File: config.mk
export PLATFORM = sky130hd
export DESIGN_NAME = ttc_symbol_generator
export DESIGN_NICKNAME = d
export VERILOG_FILES = /design/src/rtl/ttc_symbol_generator.sv
export SDC_FILE = /design/constraint.sdc
export NUM_CORES = 1
export LEC_CHECK = 0
export CAP_MARGIN = 20
export CORE_MARGIN = 2
export CORE_UTILIZATION = 55
export DETAILED_ROUTE_END_ITERATION = 16
export PLACE_DENSITY = 0.88
export SLEW_MARGIN = 30
export SYNTH_ARGS = -nofsm -noshare
export SYNTH_HDL_FRONTEND = slang
export SYNTH_SLANG_ARGS = --single-unit
export TNS_END_PERCENT = 30
File: constraint.sdc
create_clock -name clk_40 -period 2.9 [get_ports clk_40]
set_input_delay 0.58 -clock clk_40 [delete_from_list [all_inputs] [get_ports clk_40]]
set_output_delay 0.58 -clock clk_40 [all_outputs]
set_load 0.01 [all_outputs]
File: src/rtl/ttc_symbol_generator.sv
// ttc_symbol_generator
//   Turns rising edges on the four TTC command inputs into fixed-length
//   serial code symbols on encode_ttc. Commands are arbitrated by priority
//   (MR > BCR > ECR > TRIG). Triggers are held in a counted backlog. The
//   block also keeps the bunch-crossing counter and the event ID.
//
// Ports
//   clk_40        40 MHz clock
//   rst_40        asynchronous active-high reset
//   trigger       level input, rising edge requests a trigger symbol
//   bc_reset      level input, rising edge requests a BCR symbol
//   event_reset   level input, rising edge requests an ECR symbol
//   master_reset  level input, rising edge requests an MR symbol
//   encode_ttc    serial symbol slice, MSB slice first, 0 when idle
//   fpga_bcr      one-cycle pulse while the bunch-crossing counter is at BC_MAX
//   busy          symbol in flight or any request pending
//   trig_pending  number of queued triggers
//   trig_overflow sticky flag, a trigger was dropped on a full queue
//   evt_id        triggers sent since the last ECR/MR
module ttc_symbol_generator #(
  parameter int unsigned          ENC_W      = 2,
  parameter int unsigned          CODE_W     = 8,
  parameter logic [CODE_W-1:0]    CODE_TRIG  = 8'h81,
  parameter logic [CODE_W-1:0]    CODE_BCR   = 8'h99,
  parameter logic [CODE_W-1:0]    CODE_ECR   = 8'hA5,
  parameter logic [CODE_W-1:0]    CODE_MR    = 8'hE7,
  parameter int unsigned          BC_MAX     = 3563,
  parameter int unsigned          TRIG_DEPTH = 8,
  parameter int unsigned          EVT_W      = 12,
  parameter int unsigned          AUTO_BCR   = 0,
  parameter int unsigned          GAP        = 0
) (
  input  logic                              clk_40,
  input  logic                              rst_40,
  input  logic                              trigger,
  input  logic                              bc_reset,
  input  logic                              event_reset,
  input  logic                              master_reset,
  output logic [ENC_W-1:0]                  encode_ttc,
  output logic                              fpga_bcr,
  output logic                              busy,
  output logic [$clog2(TRIG_DEPTH+1)-1:0]   trig_pending,
  output logic                              trig_overflow,
  output logic [EVT_W-1:0]                  evt_id
);

  localparam int unsigned SLICES   = CODE_W / ENC_W;
  localparam int unsigned CNT_W    = (SLICES > 1) ? $clog2(SLICES) : 1;
  localparam int unsigned TP_W     = $clog2(TRIG_DEPTH + 1);
  localparam int unsigned BC_W     = $clog2(BC_MAX + 1);
  localparam int unsigned GAP_W    = (GAP > 1) ? $clog2(GAP) : 1;
  localparam int unsigned GAP_LAST = (GAP > 0) ? GAP - 1 : 0;

  typedef enum logic [1:0] {S_IDLE, S_SEND, S_GAP} state_t;

  state_t             state_q, state_d;
  logic [CODE_W-1:0]  shreg_q;
  logic [CNT_W-1:0]   slice_q;
  logic [GAP_W-1:0]   gap_q;
  logic [BC_W-1:0]    bc_q;
  logic               trig_d, bcr_d, ecr_d, mr_d;
  logic               mr_req, bcr_req, ecr_req;

  logic               trig_rise, bcr_rise, ecr_rise, mr_rise;
  logic               any_req, start;
  logic               start_mr, start_bcr, start_ecr, start_trig;
  logic [CODE_W-1:0]  code_sel;
  logic               tp_full, trig_acc, bc_wrap;

  assign trig_rise = trigger      & ~trig_d;
  assign bcr_rise  = bc_reset     & ~bcr_d;
  assign ecr_rise  = event_reset  & ~ecr_d;
  assign mr_rise   = master_reset & ~mr_d;

  assign any_req = mr_req | bcr_req | ecr_req | (trig_pending != '0);
  assign bc_wrap = (bc_q == BC_W'(BC_MAX));

  always_comb begin
    state_d    = state_q;
    start      = 1'b0;
    start_mr   = 1'b0;
    start_bcr  = 1'b0;
    start_ecr  = 1'b0;
    start_trig = 1'b0;
    code_sel   = CODE_TRIG;
    case (state_q)
      S_IDLE: start = any_req;
      S_SEND: begin
        if (slice_q == CNT_W'(SLICES - 1)) begin
          if (GAP > 0)      state_d = S_GAP;
          else if (any_req) start   = 1'b1;
          else              state_d = S_IDLE;
        end
      end
      // The final gap cycle loads a waiting symbol itself, so exactly GAP
      // zero cycles separate back-to-back symbols.
      S_GAP: begin
        if (gap_q == GAP_W'(GAP_LAST)) begin
          if (any_req) start   = 1'b1;
          else         state_d = S_IDLE;
        end
      end
      default: state_d = S_IDLE;
    endcase
    if (start) begin
      state_d = S_SEND;
      if (mr_req) begin
        start_mr = 1'b1;
        code_sel = CODE_MR;
      end else if (bcr_req) begin
        start_bcr = 1'b1;
        code_sel  = CODE_BCR;
      end else if (ecr_req) begin
        start_ecr = 1'b1;
        code_sel  = CODE_ECR;
      end else begin
        start_trig = 1'b1;
        code_sel   = CODE_TRIG;
      end
    end
  end

  // A rise arriving while the queue is full is still accepted when a
  // trigger symbol starts in the same cycle.
  assign tp_full  = (trig_pending == TP_W'(TRIG_DEPTH));
  assign trig_acc = trig_rise & (~tp_full | start_trig);

  always_ff @(posedge clk_40 or posedge rst_40) begin
    if (rst_40) begin
      trig_d <= 1'b0;
      bcr_d  <= 1'b0;
      ecr_d  <= 1'b0;
      mr_d   <= 1'b0;
    end else begin
      trig_d <= trigger;
      bcr_d  <= bc_reset;
      ecr_d  <= event_reset;
      mr_d   <= master_reset;
    end
  end

  always_ff @(posedge clk_40 or posedge rst_40) begin
    if (rst_40) begin
      state_q <= S_IDLE;
      shreg_q <= '0;
      slice_q <= '0;
      gap_q   <= '0;
    end else begin
      state_q <= state_d;
      if (start) begin
        shreg_q <= code_sel;
        slice_q <= '0;
      end else if (state_q == S_SEND) begin
        shreg_q <= shreg_q << ENC_W;
        slice_q <= slice_q + CNT_W'(1);
      end
      if (state_q == S_GAP) gap_q <= gap_q + GAP_W'(1);
      else                  gap_q <= '0;
    end
  end

  always_ff @(posedge clk_40 or posedge rst_40) begin
    if (rst_40) begin
      mr_req        <= 1'b0;
      bcr_req       <= 1'b0;
      ecr_req       <= 1'b0;
      trig_pending  <= '0;
      trig_overflow <= 1'b0;
      evt_id        <= '0;
      bc_q          <= '0;
    end else begin
      mr_req  <= (mr_req  & ~start_mr)  | mr_rise;
      bcr_req <= (bcr_req & ~start_bcr) | bcr_rise | ((AUTO_BCR != 0) & bc_wrap);
      ecr_req <= (ecr_req & ~start_ecr) | ecr_rise;

      if (trig_acc & ~start_trig)      trig_pending <= trig_pending + TP_W'(1);
      else if (~trig_acc & start_trig) trig_pending <= trig_pending - TP_W'(1);

      // A drop in the same cycle as an MR start leaves the flag set.
      if (trig_rise & ~trig_acc) trig_overflow <= 1'b1;
      else if (start_mr)         trig_overflow <= 1'b0;

      if (start_mr | start_ecr) evt_id <= '0;
      else if (start_trig)      evt_id <= evt_id + EVT_W'(1);

      if (start_mr | start_bcr | bc_wrap) bc_q <= '0;
      else                                bc_q <= bc_q + BC_W'(1);
    end
  end

  assign fpga_bcr   = bc_wrap;
  assign encode_ttc = (state_q == S_SEND) ? shreg_q[CODE_W-1 -: ENC_W] : '0;
  assign busy       = (state_q != S_IDLE) | any_req;

endmodule

# ---- Word-level counts from Yosys, hierarchy flattened
# Index checks and enable logic that the tools add are counted.
dict set report word_totals {
  output_inout_bits 21
  in_bits 6
  register_bits 49
  word_cells 107
}
dict set report classes {
  n_eq_ne 8
  addsub 6
  reduce_logical 8
  bitwise_logic 32
  muxes 38
}
# cell n
set op_table {}
lappend op_table {{2-to-1 mux 12 bit} 3}
lappend op_table {{adder 12 x 1 -> 12 bit, second input constant} 2}
lappend op_table {{2-to-1 mux 1 bit} 19}
lappend op_table {{2-to-1 mux 8 bit} 2}
lappend op_table {{2-to-1 mux 2 bit} 7}
lappend op_table {{== test 12 bit, second input constant} 1}
lappend op_table {{2-to-1 mux 6 bit} 2}
lappend op_table {{bitwise AND 1 bit} 11}
lappend op_table {{OR 1 bit} 11}
lappend op_table {{NOT 1 bit} 10}
lappend op_table {{nonzero test 2 bit} 5}
lappend op_table {{2-to-1 mux 4 bit} 2}
lappend op_table {{2-to-1 mux 7 bit} 1}
lappend op_table {{!= test 3 bit, second input constant} 2}
lappend op_table {{case mux 2 bit (3 select lines)} 1}
lappend op_table {{adder 4 x 1 -> 4 bit, second input constant} 1}
lappend op_table {{== test 2 bit, second input constant} 2}
lappend op_table {{== test 4 bit, second input constant} 1}
lappend op_table {{nonzero test 4 bit} 1}
lappend op_table {{subtractor 4 x 1 -> 4 bit, second input constant} 1}
lappend op_table {{case mux 1 bit (3 select lines)} 1}
lappend op_table {{AND reduction 3 bit} 1}
lappend op_table {{adder 2 x 1 -> 2 bit, second input constant} 1}
lappend op_table {{== test 2 x 1 -> 1 bit, second input constant} 1}
lappend op_table {{other kinds (3)} 3}

# ---- Depth between registers and ports, before layout
# Gate-level depths: netlist of run 1.
dict set report logic_depth {
  depth_word 13
  mapped_depth 12
  depth_no_buf 11
}

# ---- Worst setup path before layout of run 1
# Ideal clock, no wire load.
dict set report synth_path {
  kind {reg2reg}
  from {register trig_pending[0]}
  to {register trig_pending[3]}
  slack_ns 0.199
  setup_ns 0.136
  stages_incl_launch_ff 9
  synth_period_minus_slack_ns 2.701
  required_time_ns 2.764
  path_buffers 0
  arrival_time_ns 2.565
  path_cell_list {dfrtp_1 > or4_1 > nand3_1 > ha_1 > inv_1 > ha_1 > a21o_1 > a2111oi_0 > o31ai_1}
}
dict set report synth_via {
  elab_chain_len 11
  word_cells_on_any_way 20
  classes_between {add/sub (2); eq/ne (1); mux (7); bitwise (8); reduce/logical (2)}
}
# element line
set synth_lines {}
lappend synth_lines {{start: declaration} 42} ;# output logic [$clog2(TRIG_DEPTH+1)-1:0] trig_pending,
lappend synth_lines {{start signal: assignment} 176} ;# if (trig_acc & ~start_trig) trig_pending <= trig_pending + TP_W'(1);
lappend synth_lines {{start signal: assignment} 177} ;# else if (~trig_acc & start_trig) trig_pending <= trig_pending - TP_W'(1);
lappend synth_lines {{nonzero test 4 bit} 75} ;# assign any_req = mr_req | bcr_req | ecr_req | (trig_pending != '0);
lappend synth_lines {{OR 1 bit} 75}
lappend synth_lines {{2-to-1 mux 1 bit} {91, 99}}
lappend synth_lines {{2-to-1 mux 1 bit, on equally long branches} {98, 89}}
lappend synth_lines {{case mux 1 bit (3 select lines)} 86} ;# case (state_q)
lappend synth_lines {{2-to-1 mux 1 bit} 105} ;# if (start) begin
lappend synth_lines {{OR 1 bit} 126} ;# assign trig_acc = trig_rise & (~tp_full | start_trig);
lappend synth_lines {{bitwise AND 1 bit} 126}
lappend synth_lines {{NOT 1 bit} 177}
lappend synth_lines {{bitwise AND 1 bit} 177}
lappend synth_lines {{nonzero test 2 bit (no source line)} --}
# Several ways; a longest one is shown, not always the timed one. The select of a mux whose other input is x is not followed.
# A chain may end at the register's enable or synchronous reset.

# ---- Worst setup path after layout of run 1
dict set report layout_path {
  from {register trig_pending[1]}
  to {output busy}
}
dict set report layout_via {
  elab_chain_len 3
}
# element line
set layout_lines {}
lappend layout_lines {{nonzero test 4 bit} 75}
lappend layout_lines {{OR 1 bit} 75}
lappend layout_lines {{OR 1 bit} 193} ;# assign busy = (state_q != S_IDLE) | any_req;
lappend layout_lines {{end: declaration} 41} ;# output logic busy,
# Every way passes these cells.

==> impl_metrics.json, run 1 <==
{
  "wirelength_um": 4680,
  "die_h_um": 68.3,
  "yosysUniqueCellTypes": 41,
  "portBuffers": 26,
  "yosysWarningCount": 0,
  "crit_chain": "or4_4 > nor3_2 > clkinv_1 > clkdlybuf4s50_1",
  "worst_setup_path_end_kind": "output pin",
  "slew_viol_final": 0,
  "dr.pass1.iters": 4,
  "cp_top_family": "simple AND/OR/NAND/NOR gates",
  "power_density_nw_per_um2": 537,
  "clk_latency_ns": 0.30,
  "crit_fanout": 7,
  "ys_ff_latch": 47,
  "layout_min_cycle_time_ns": 2.79,
  "vias": 1825,
  "drive_above_1_share_pct": 9.09,
  "post_dp_cell_area_um2": 2630,
  "area_growth_pct": 19.6,
  "n_antenna_cell": 0,
  "viasPerCell": 5.81,
  "grt_pass1_vias": 1685,
  "netlist_area_um2": 2270,
  "post-synth-top-area-cell": "dfrtp_1",
  "fmax_mhz": 359,
  "grt_usage_pct": 22.1,
  "slowest_delay_ns": 0.58,
  "synth_top_area_share_pct": 51.8,
  "ys_seq_area_share_pct": 51.8,
  "worst_slew_pin_slew_ns": 0.683,
  "syn_inst": 228,
  "finalCritPeriodShare_pct": 96.1,
  "post-place-ws_ns": 0.0551,
  "grt-ovfl-total": 0,
  "coreArea_um2": 4000,
  "cts.sinks": 47,
  "skew_ns": 0.00432,
  "cts_htree_levels": 2,
  "cts_hold_buf": 0,
  "rsz0062_at_grt": "false",
  "fin_area_um2": 2720,
  "final_hold_viol_count": 0,
  "cts_root_buf": "clkbuf_8",
  "fp.dieW_um": 68.3,
  "fin_tns_setup_ns": 0,
  "grt_max_degree": 48,
  "maxCapViolCount": 0,
  "avgSynthCellArea_um2": 9.97,
  "drc": 0,
  "grt_pass1_wl_um": 7620,
  "clkTransAtPathRegs_ns": 0.08,
  "antenna_found_initial": 0,
  "place.gp.congestion": 0.867,
  "rows": 23,
  "yosys-top-cells-area": "dfrtp_1, nand2_1, ha_1",
  "dieArea_um2": 4660,
  "startpoint_type": "register",
  "cts_resized": 0,
  "worst_slack_ns": 0.113,
  "drt_iter0_markers": 166,
  "hold_class": "reg -> reg",
  "worst_slew_margin_rel_pct": 54.1,
  "fin_nets": 276,
  "clk_path_buf_depth": 2,
  "cts_tree": "built",
  "slowest_stage": "or4_4",
  "p_leak_nw": 1.16,
  "critPathArrivalTime_ns": 2.21,
  "ios": 27,
  "numCtsBuffers": 5,
  "start_util_pct": 56.8,
  "crit_required_ns": 2.32,
  "peakVddDrop_uv": 408,
  "wire_per_inst_um": 14.9,
  "hold_slack_ns": 0.420,
  "postCtsSetupBuffers": 0,
  "fillCellCount": 315,
  "status": "finished clean",
  "syn_nets": 241,
  "setup_viol": 0,
  "critical_path_class": "reg -> out",
  "dp_hpwl_um": 3270,
  "critical_path_buf_inv_count": 2,
  "ant_nets": 0
}
[cells by family after synthesis]
group           Yosys count  synth area share (%)
compound gates           45                  12.8
xor+xnor                 14                  5.40
fa+ha+maj                 7                  4.18
buf+inv                  17                  3.19
flops                    47                  51.8
mux                       3                  1.38
simple gates             95                  21.3
[layout by cell type, fill, tap and decap left out, drive strengths merged, types with 6 or more instances in the layout]
cell type and instances:
a21oi 7, buf 9, nor2 20, xnor2 8, o31ai 9, ha 6, nor3 7, clkbuf 7
nand3 15, inv 9, nand4 9, dfrtp 47, xor2 6, clkdlybuf4s50 26, nand2 23, o21ai 15
[final timing paths]
check | start | to | slack (ns) | depth (start not counted)
worst max-delay path | trig_pending[1]$_DFFE_PP0P_ | busy | 0.11 | 4
worst min-delay path | bcr_d$_DFF_PP0_ | bcr_req$_DFF_PP0_ | 0.42 | 1
worst max register to register | trig_pending[1]$_DFFE_PP0P_ | trig_pending[3]$_DFFE_PP0P_ | 0.19 | 8
worst min register to register | bcr_d$_DFF_PP0_ | bcr_req$_DFF_PP0_ | 0.42 | 1
max in group asynchronous | rst_40 | evt_id[7]$_DFFE_PP0P_ | 1.75 | 3
min in group asynchronous | rst_40 | bc_q[7]$_DFF_PP0_ | 0.74 | 3
[cell usage after synthesis]
cell        n
fa_1        1
and4_1      2
mux2_2      1
o21ai_0    13
or3_4       1
mux2i_1     2
buf_2       1
o311ai_0    1
o21a_1      1
and2_1      2
nor3_2      1
o21ai_1     2
a2111oi_0   1
nor4_1      5
nand3_1    15
a31oi_1     2
nor2_1     20
dfrtp_1    47
nand2_1    23
xor2_1      6
o22ai_1     1
nand4_1     9
or4_1       4
o31ai_1     9
o221a_2     2
nor2b_1     2
or3_1       1
o41ai_1     1
nor3_1      6
inv_1       9
a21oi_1     7
ha_1        6
o211ai_1    3
a21o_1      2
clkinv_1    1
and3_1      1
clkbuf_1    5
xnor2_1     8
buf_6       1
nand2b_1    2
or4_4       1
[cell type report]
cell class                      count  area [um^2]  area share [%]
Sequential cell                    47         1180            43.3
Multi-Input combinational cell    164         1030            38.0
Timing Repair Buffer               35          328            12.1
Clock buffer                        7         76.3            2.81
Tap cell                           50         62.6            2.30
Inverter                           10         37.5            1.38
Clock inverter                      1         5.00           0.184
[per-stage QoR]
| step | util (%) | cells | power, mW |
|---|---|---|---|
| after floorplan | - | 228 | 0.945 |
| after global placement | 65.7 | 306 | 1.06 |
| after detailed placement | 65.7 | 306 | 1.08 |
| after CTS | 67.7 | 314 | 1.46 |
| after global routing | 67.9 | 314 | 1.53 |
| final | 67.9 | 314 | 1.46 |
[registers in the layout, summed over array words and instances, names as in the netlist]
signal         count
bcr_req            1
ecr_req            1
shreg_q            8
state_q            1
trig_overflow      1
trig_pending       4
slice_q            2
bcr_d              1
mr_d               1
ecr_d              1
evt_id            12
mr_req             1
bc_q              12
trig_d             1
[power breakdown]
group	switching [mW]	leakage, nW	internal (mW)	total, mW
sequential	0.0648	0.600	0.700	0.765
clock	0.209	0.0422	0.169	0.378
combinational	0.151	0.516	0.164	0.315
[metal layers]
layer	GRT usage (%)	vias up	routed length, um
met5	0	-	0
met4	10.8	0	97
met3	4.28	9	204
met2	32.2	59	2150
met1	31.5	865	2230
li1	-	892	-
(Power assumes the default switching activity.)
==> inputs of run 2 (changes only) <==
==> constraint.sdc (replaced) <==
create_clock -name clk_40 -period 3 [get_ports clk_40]
set_input_delay 0.6 -clock clk_40 [delete_from_list [all_inputs] [get_ports clk_40]]
set_output_delay 0.6 -clock clk_40 [all_outputs]
set_load 0.01 [all_outputs]
==> run 2 against run 1 <==
  * Count of clock-buffer cells in the layout unchanged
  * Worst hold slack improved by 0.0074 ns
  * Global-route usage increased by 0.22 points
  * First-iteration DRC count decreased by 49%
  * Core utilization decreased by 0.78 points
  * Via count decreased by 0.38%
  * Sequential share of layout area increased by 0.50 points
  * Register-to-register slack improved by 0.02 ns
  * Setup slack improved by 0.0047 ns
  * Sequential cell count unchanged
  * Largest power group unchanged
  * Highest routed layer unchanged
==> impl_metrics.json, run 2 (synthesized netlist as in run 1, its figures left out) <==
{
  "final_cell_mix": "dfrtp_1, clkdlybuf4s50_1, nand2_1",
  "fin_nets": 273,
  "reg.largest.list": "bc_q: 12 flops, evt_id: 12 flops, shreg_q: 8 flops",
  "dieArea_um2": 4660,
  "internal-power_uw": 985,
  "hold_class": "reg -> reg",
  "comb_power_share_pct": 19.8,
  "maxCapViolCount": 0,
  "worst_setup_path_end_kind": "output pin",
  "portBuffers": 26,
  "area_growth_pct": 18.2,
  "fin_tns_setup_ns": 0,
  "grt_pass1_vias": 1710,
  "numCtsBuffers": 5,
  "switching_share_pct": 28.5,
  "clockPowerShare_pct": 26.2,
  "dp_hpwl_um": 3230,
  "die_h_um": 68.3,
  "grt_usage_pct": 22.3,
  "antenna_found_initial": 0,
  "clk_latency_ns": 0.30,
  "drive_above_1_share_pct": 7.28,
  "crit_fanout": 7,
  "rsz0062_at_grt": "true",
  "p_leak_nw": 1.14,
  "highest_layer": "met4",
  "viasPerCell": 5.85,
  "slew_viol_final": 0,
  "setup_viol": 0,
  "start_util_pct": 56.8,
  "cts_root_buf": "clkbuf_8",
  "rows": 23,
  "ios": 27,
  "crit_required_ns": 2.40,
  "hold_slack_ns": 0.428,
  "fin_area_um2": 2690,
  "place.gp.congestion": 0.860,
  "drc": 0,
  "met3_length_um": 174,
  "clkTransAtPathRegs_ns": 0.08,
  "wl_met2_um": 2110,
  "dr.pass1.iters": 4,
  "grt_max_degree": 21,
  "post_dp_cell_area_um2": 2610,
  "power_density_nw_per_um2": 513,
  "cts_tree": "built",
  "grt_pass1_wl_um": 7660,
  "wirelength_um": 4440,
  "critical_path_class": "reg -> out",
  "critPathArrivalTime_ns": 2.28,
  "status": "finished clean",
  "drt_iter0_markers": 84,
  "cts.sinks": 47,
  "vias": 1818,
  "peakVddDrop_uv": 512,
  "clk_path_buf_depth": 2,
  "fp.dieW_um": 68.3,
  "final_core_util_pct": 67.2,
  "post-place-ws_ns": 0.163,
  "worst_slew_margin_rel_pct": 53.1,
  "coreArea_um2": 4000,
  "cts_htree_levels": 2,
  "worst_slew_pin_slew_ns": 0.698,
  "cts_resized": 0,
  "grt-ovfl-total": 0,
  "final_hold_viol_count": 0,
  "fmax_mhz": 347,
  "finalCritPeriodShare_pct": 96.1,
  "seq_power_share_pct": 54.0,
  "n_antenna_cell": 0,
  "worst_slack_ns": 0.117,
  "wl_met1_um": 2100,
  "skew_ns": 0.00547,
  "switchingPower_uw": 392,
  "layout_min_cycle_time_ns": 2.88,
  "wire_per_inst_um": 14.3,
  "startpoint_type": "register",
  "final_common_cell": "dfrtp_1",
  "ant_nets": 0
}
-- run 2: changes by cell type in the layout (fill, tap and decap cells not counted) --
cell	change
buf_4	-3
nor3_1	+1
nor3_2	-1
or4_1	+1
or4_4	-1
-- run 2: metrics by stage --
stage               power [mW]  cells
floorplan                0.913    228
global placement          1.02    303
detailed placement        1.03    303
CTS                       1.39    311
global route              1.46    311
finish                    1.38    311
-- run 2: final timing paths --
kind | depth (start not counted) | end | startpoint | slack [ns]
min | 1 | bcr_req$_DFF_PP0_ | bcr_d$_DFF_PP0_ | 0.43
max in group asynchronous | 3 | ecr_d$_DFF_PP0_ | rst_40 | 1.84
min reg2reg | 1 | bcr_req$_DFF_PP0_ | bcr_d$_DFF_PP0_ | 0.43
max | 4 | busy | trig_pending[0]$_DFFE_PP0P_ | 0.12
min in group asynchronous | 2 | bc_q[9]$_DFF_PP0_ | rst_40 | 0.61
max reg2reg | 8 | trig_pending[3]$_DFFE_PP0P_ | trig_pending[0]$_DFFE_PP0P_ | 0.21
-- run 2: area by class of cell --
class / instances / area, um^2
clock buffers: 7 / 76.3
clock inverters: 1 / 5.00
fillers: 318 / 1310
inverters: 10 / 37.5
multi-input cells: 164 / 1020
flip-flops and latches: 47 / 1180
well taps: 50 / 62.6
repair buffers: 32 / 305
-- run 2: timing repair --
action                                  4_1_cts  5_1_grt
hold buffers                                  0        0
buffers inserted                              0        0
endpoints found under the setup margin        0        1
-- run 2: metal layers --
metal / global-route usage, % / up-vias
li1: - / 892
met1: 31.3 / 878
met2: 34.0 / 42
met3: 5.92 / 6
met4: 6.75 / 0
met5: 0 / -
-- run 2: worst max-delay path, stage by stage (launching register included) --
cell and delay [ns]:
dfrtp_1 0.48, or4_1 0.65, nor3_2 0.26, clkinv_1 0.11, clkdlybuf4s50_1 0.48
-- run 2: power groups by stage --
| stage | clock (mW) | combinational (mW) | sequential [mW] |
|---|---|---|---|
| floorplan | 0 | 0.159 | 0.754 |
| global placement | 0 | 0.266 | 0.753 |
| detailed placement | 0 | 0.272 | 0.757 |
| CTS | 0.372 | 0.274 | 0.746 |
| global route | 0.400 | 0.301 | 0.758 |
| finish | 0.361 | 0.272 | 0.744 |
==> inputs of run 3 (changes only) <==
==> constraint.sdc (replaced) <==
create_clock -name clk_40 -period 3 [get_ports clk_40]
set_input_delay 0.6 -clock clk_40 [delete_from_list [all_inputs] [get_ports clk_40]]
set_output_delay 0.6 -clock clk_40 [all_outputs]
set_load 0.02 [all_outputs]
==> run 3 against run 2 <==
  * Setup slack gained 0.080 ns
  * Global-route usage is 0.48 points higher
  * Register-to-register slack about the same
  * Sequential power about the same
  * Critical endpoint is now trig_pending[3]$_DFFE_PP0P_
==> impl_metrics.json, run 3 (synthesized netlist as in run 1, its figures left out) <==
{
  "status": "finished clean",
  "fp.dieW_um": 68.3,
  "critPathArrivalTime_ns": 2.99,
  "worst_slack_ns": 0.197,
  "p_total_mw": 1.53,
  "viasPerCell": 5.88,
  "switchingPower_uw": 436,
  "switching_share_pct": 28.5,
  "hold_class": "reg -> reg",
  "final_common_cell": "dfrtp_1",
  "slew_viol_final": 0,
  "critical_path_class": "reg -> reg",
  "comb_power_share_pct": 20.2,
  "cts_hold_buf": 0,
  "power_density_nw_per_um2": 559,
  "finalCritPeriodShare_pct": 93.4,
  "slowest_stage": "or4_1",
  "reg.largest.list": "bc_q: 12 flops, evt_id: 12 flops, shreg_q: 8 flops",
  "fin_nets": 273,
  "r2r-start": "trig_pending[0]$_DFFE_PP0P_",
  "ant_nets": 0,
  "coreArea_um2": 4000,
  "critical_path_buf_inv_count": 1,
  "start_util_pct": 56.8,
  "final_cell_count_no_fill": 311,
  "p_leak_nw": 1.16,
  "clkTransAtPathRegs_ns": 0.08,
  "final_core_util_pct": 68.5,
  "cts.sinks": 47,
  "ios": 27,
  "min-delay-start": "ecr_d$_DFF_PP0_",
  "cts_htree_levels": 2,
  "die_h_um": 68.3,
  "postCtsSetupBuffers": 0,
  "wire_per_inst_um": 14.9,
  "portBuffers": 26,
  "cts_resized": 0,
  "cts_tree": "built",
  "worst_slew_pin_slew_ns": 0.731,
  "cpMostUsedCell": "ha_1",
  "layout_min_cycle_time_ns": 2.80,
  "slowest_delay_ns": 0.65,
  "setup_viol": 0,
  "startpoint_type": "register",
  "dieArea_um2": 4660,
  "startpoint": "trig_pending[0]$_DFFE_PP0P_",
  "crit_chain": "or4_1 > nand3_1 > ha_1 > inv_1 > ha_1 > a21o_1 > a21oi_1 > mux2i_1 > o31ai_1",
  "wirelength_um": 4640,
  "worst_slew_margin_rel_pct": 50.9,
  "final_hold_viol_count": 0,
  "internal-power_mw": 1.10,
  "drt_iter0_markers": 137,
  "peakVddDrop_uv": 509,
  "worst_setup_path_end_kind": "register",
  "clk_path_buf_depth": 2,
  "n_antenna_cell": 0,
  "place.gp.congestion": 0.856,
  "drc": 0,
  "crit_fanout": 7,
  "vias": 1830,
  "grt_pass1_vias": 1725,
  "maxCapViolCount": 0,
  "rows": 23,
  "clockPowerShare_pct": 31.0,
  "numCtsBuffers": 5,
  "cp_top_family": "simple AND/OR/NAND/NOR gates",
  "grt_pass1_wl_um": 7780,
  "cts_root_buf": "clkbuf_8",
  "clk_latency_ns": 0.30,
  "dp_hpwl_um": 3290,
  "crit_required_ns": 3.18,
  "post-place-cells": 303,
  "antenna_found_initial": 0,
  "drive_above_1_share_pct": 9.20,
  "final_cell_mix": "dfrtp_1, clkdlybuf4s50_1, nand2_1",
  "rsz0062_at_grt": "false",
  "grt_max_degree": 23,
  "grt_usage_pct": 22.8,
  "grt-ovfl-total": 0,
  "fin_tns_setup_ns": 0,
  "post-place-ws_ns": 0.0535,
  "area_growth_pct": 20.5,
  "fmax_mhz": 357,
  "skew_ns": 0.00866,
  "dr.pass1.iters": 5,
  "seq_power_share_pct": 48.7
}
-- run 3: metal layers --
layer | GRT usage [%] | wire [um] | vias to the layer above
li1 | - | - | 889
met1 | 31.2 | 2100 | 897
met2 | 35.0 | 2290 | 36
met3 | 4.77 | 181 | 8
met4 | 10.0 | 78 | 0
met5 | 0 | 0 | -
-- run 3: layout make-up --
type                    instances  area (um^2)
inverters                      10         37.5
flip-flops and latches         47         1180
clock buffers                   6         82.6
repair buffers                 32          308
multi-input cells             164         1040
fillers                       322         1260
well taps                      50         62.6
clock inverters                 2         35.0
-- run 3: final timing paths --
check                                              end  slack [ns]  cells after the start
max                        trig_pending[3]$_DFFE_PP0P_        0.20                      9
min                                  ecr_req$_DFF_PP0_        0.42                      1
max reg2reg                trig_pending[3]$_DFFE_PP0P_        0.20                      9
min reg2reg                          ecr_req$_DFF_PP0_        0.42                      1
max in group asynchronous        evt_id[4]$_DFFE_PP0P_        1.85                      3
min in group asynchronous            bc_q[5]$_DFF_PP0_        0.62                      2
-- run 3: worst register-to-register path: stages, from the launching register on --
cell     delay (ns)
dfrtp_1        0.48
or4_1          0.65
nand3_1        0.16
ha_1           0.25
inv_1          0.13
ha_1           0.31
a21o_1         0.22
a21oi_1        0.19
mux2i_1        0.22
o31ai_1        0.09
-- run 3: stage by stage --
stage / hold WS [ns] / area (um^2)
final: 0.423 / 2740
after global routing: 0.445 / 2740
after CTS: 0.424 / 2720
after detailed placement: 0.412 / 2610
after global placement: 0.403 / 2610
after floorplan: 0.400 / 2270
-- run 3: power by group through the flow --
stage               clock, mW  combinational (mW)  sequential, mW
floorplan                   0               0.160           0.777
detailed placement          0               0.300           0.757
global route            0.514               0.337           0.756
global placement            0               0.288           0.754
finish                  0.475               0.310           0.746
CTS                     0.484               0.301           0.745
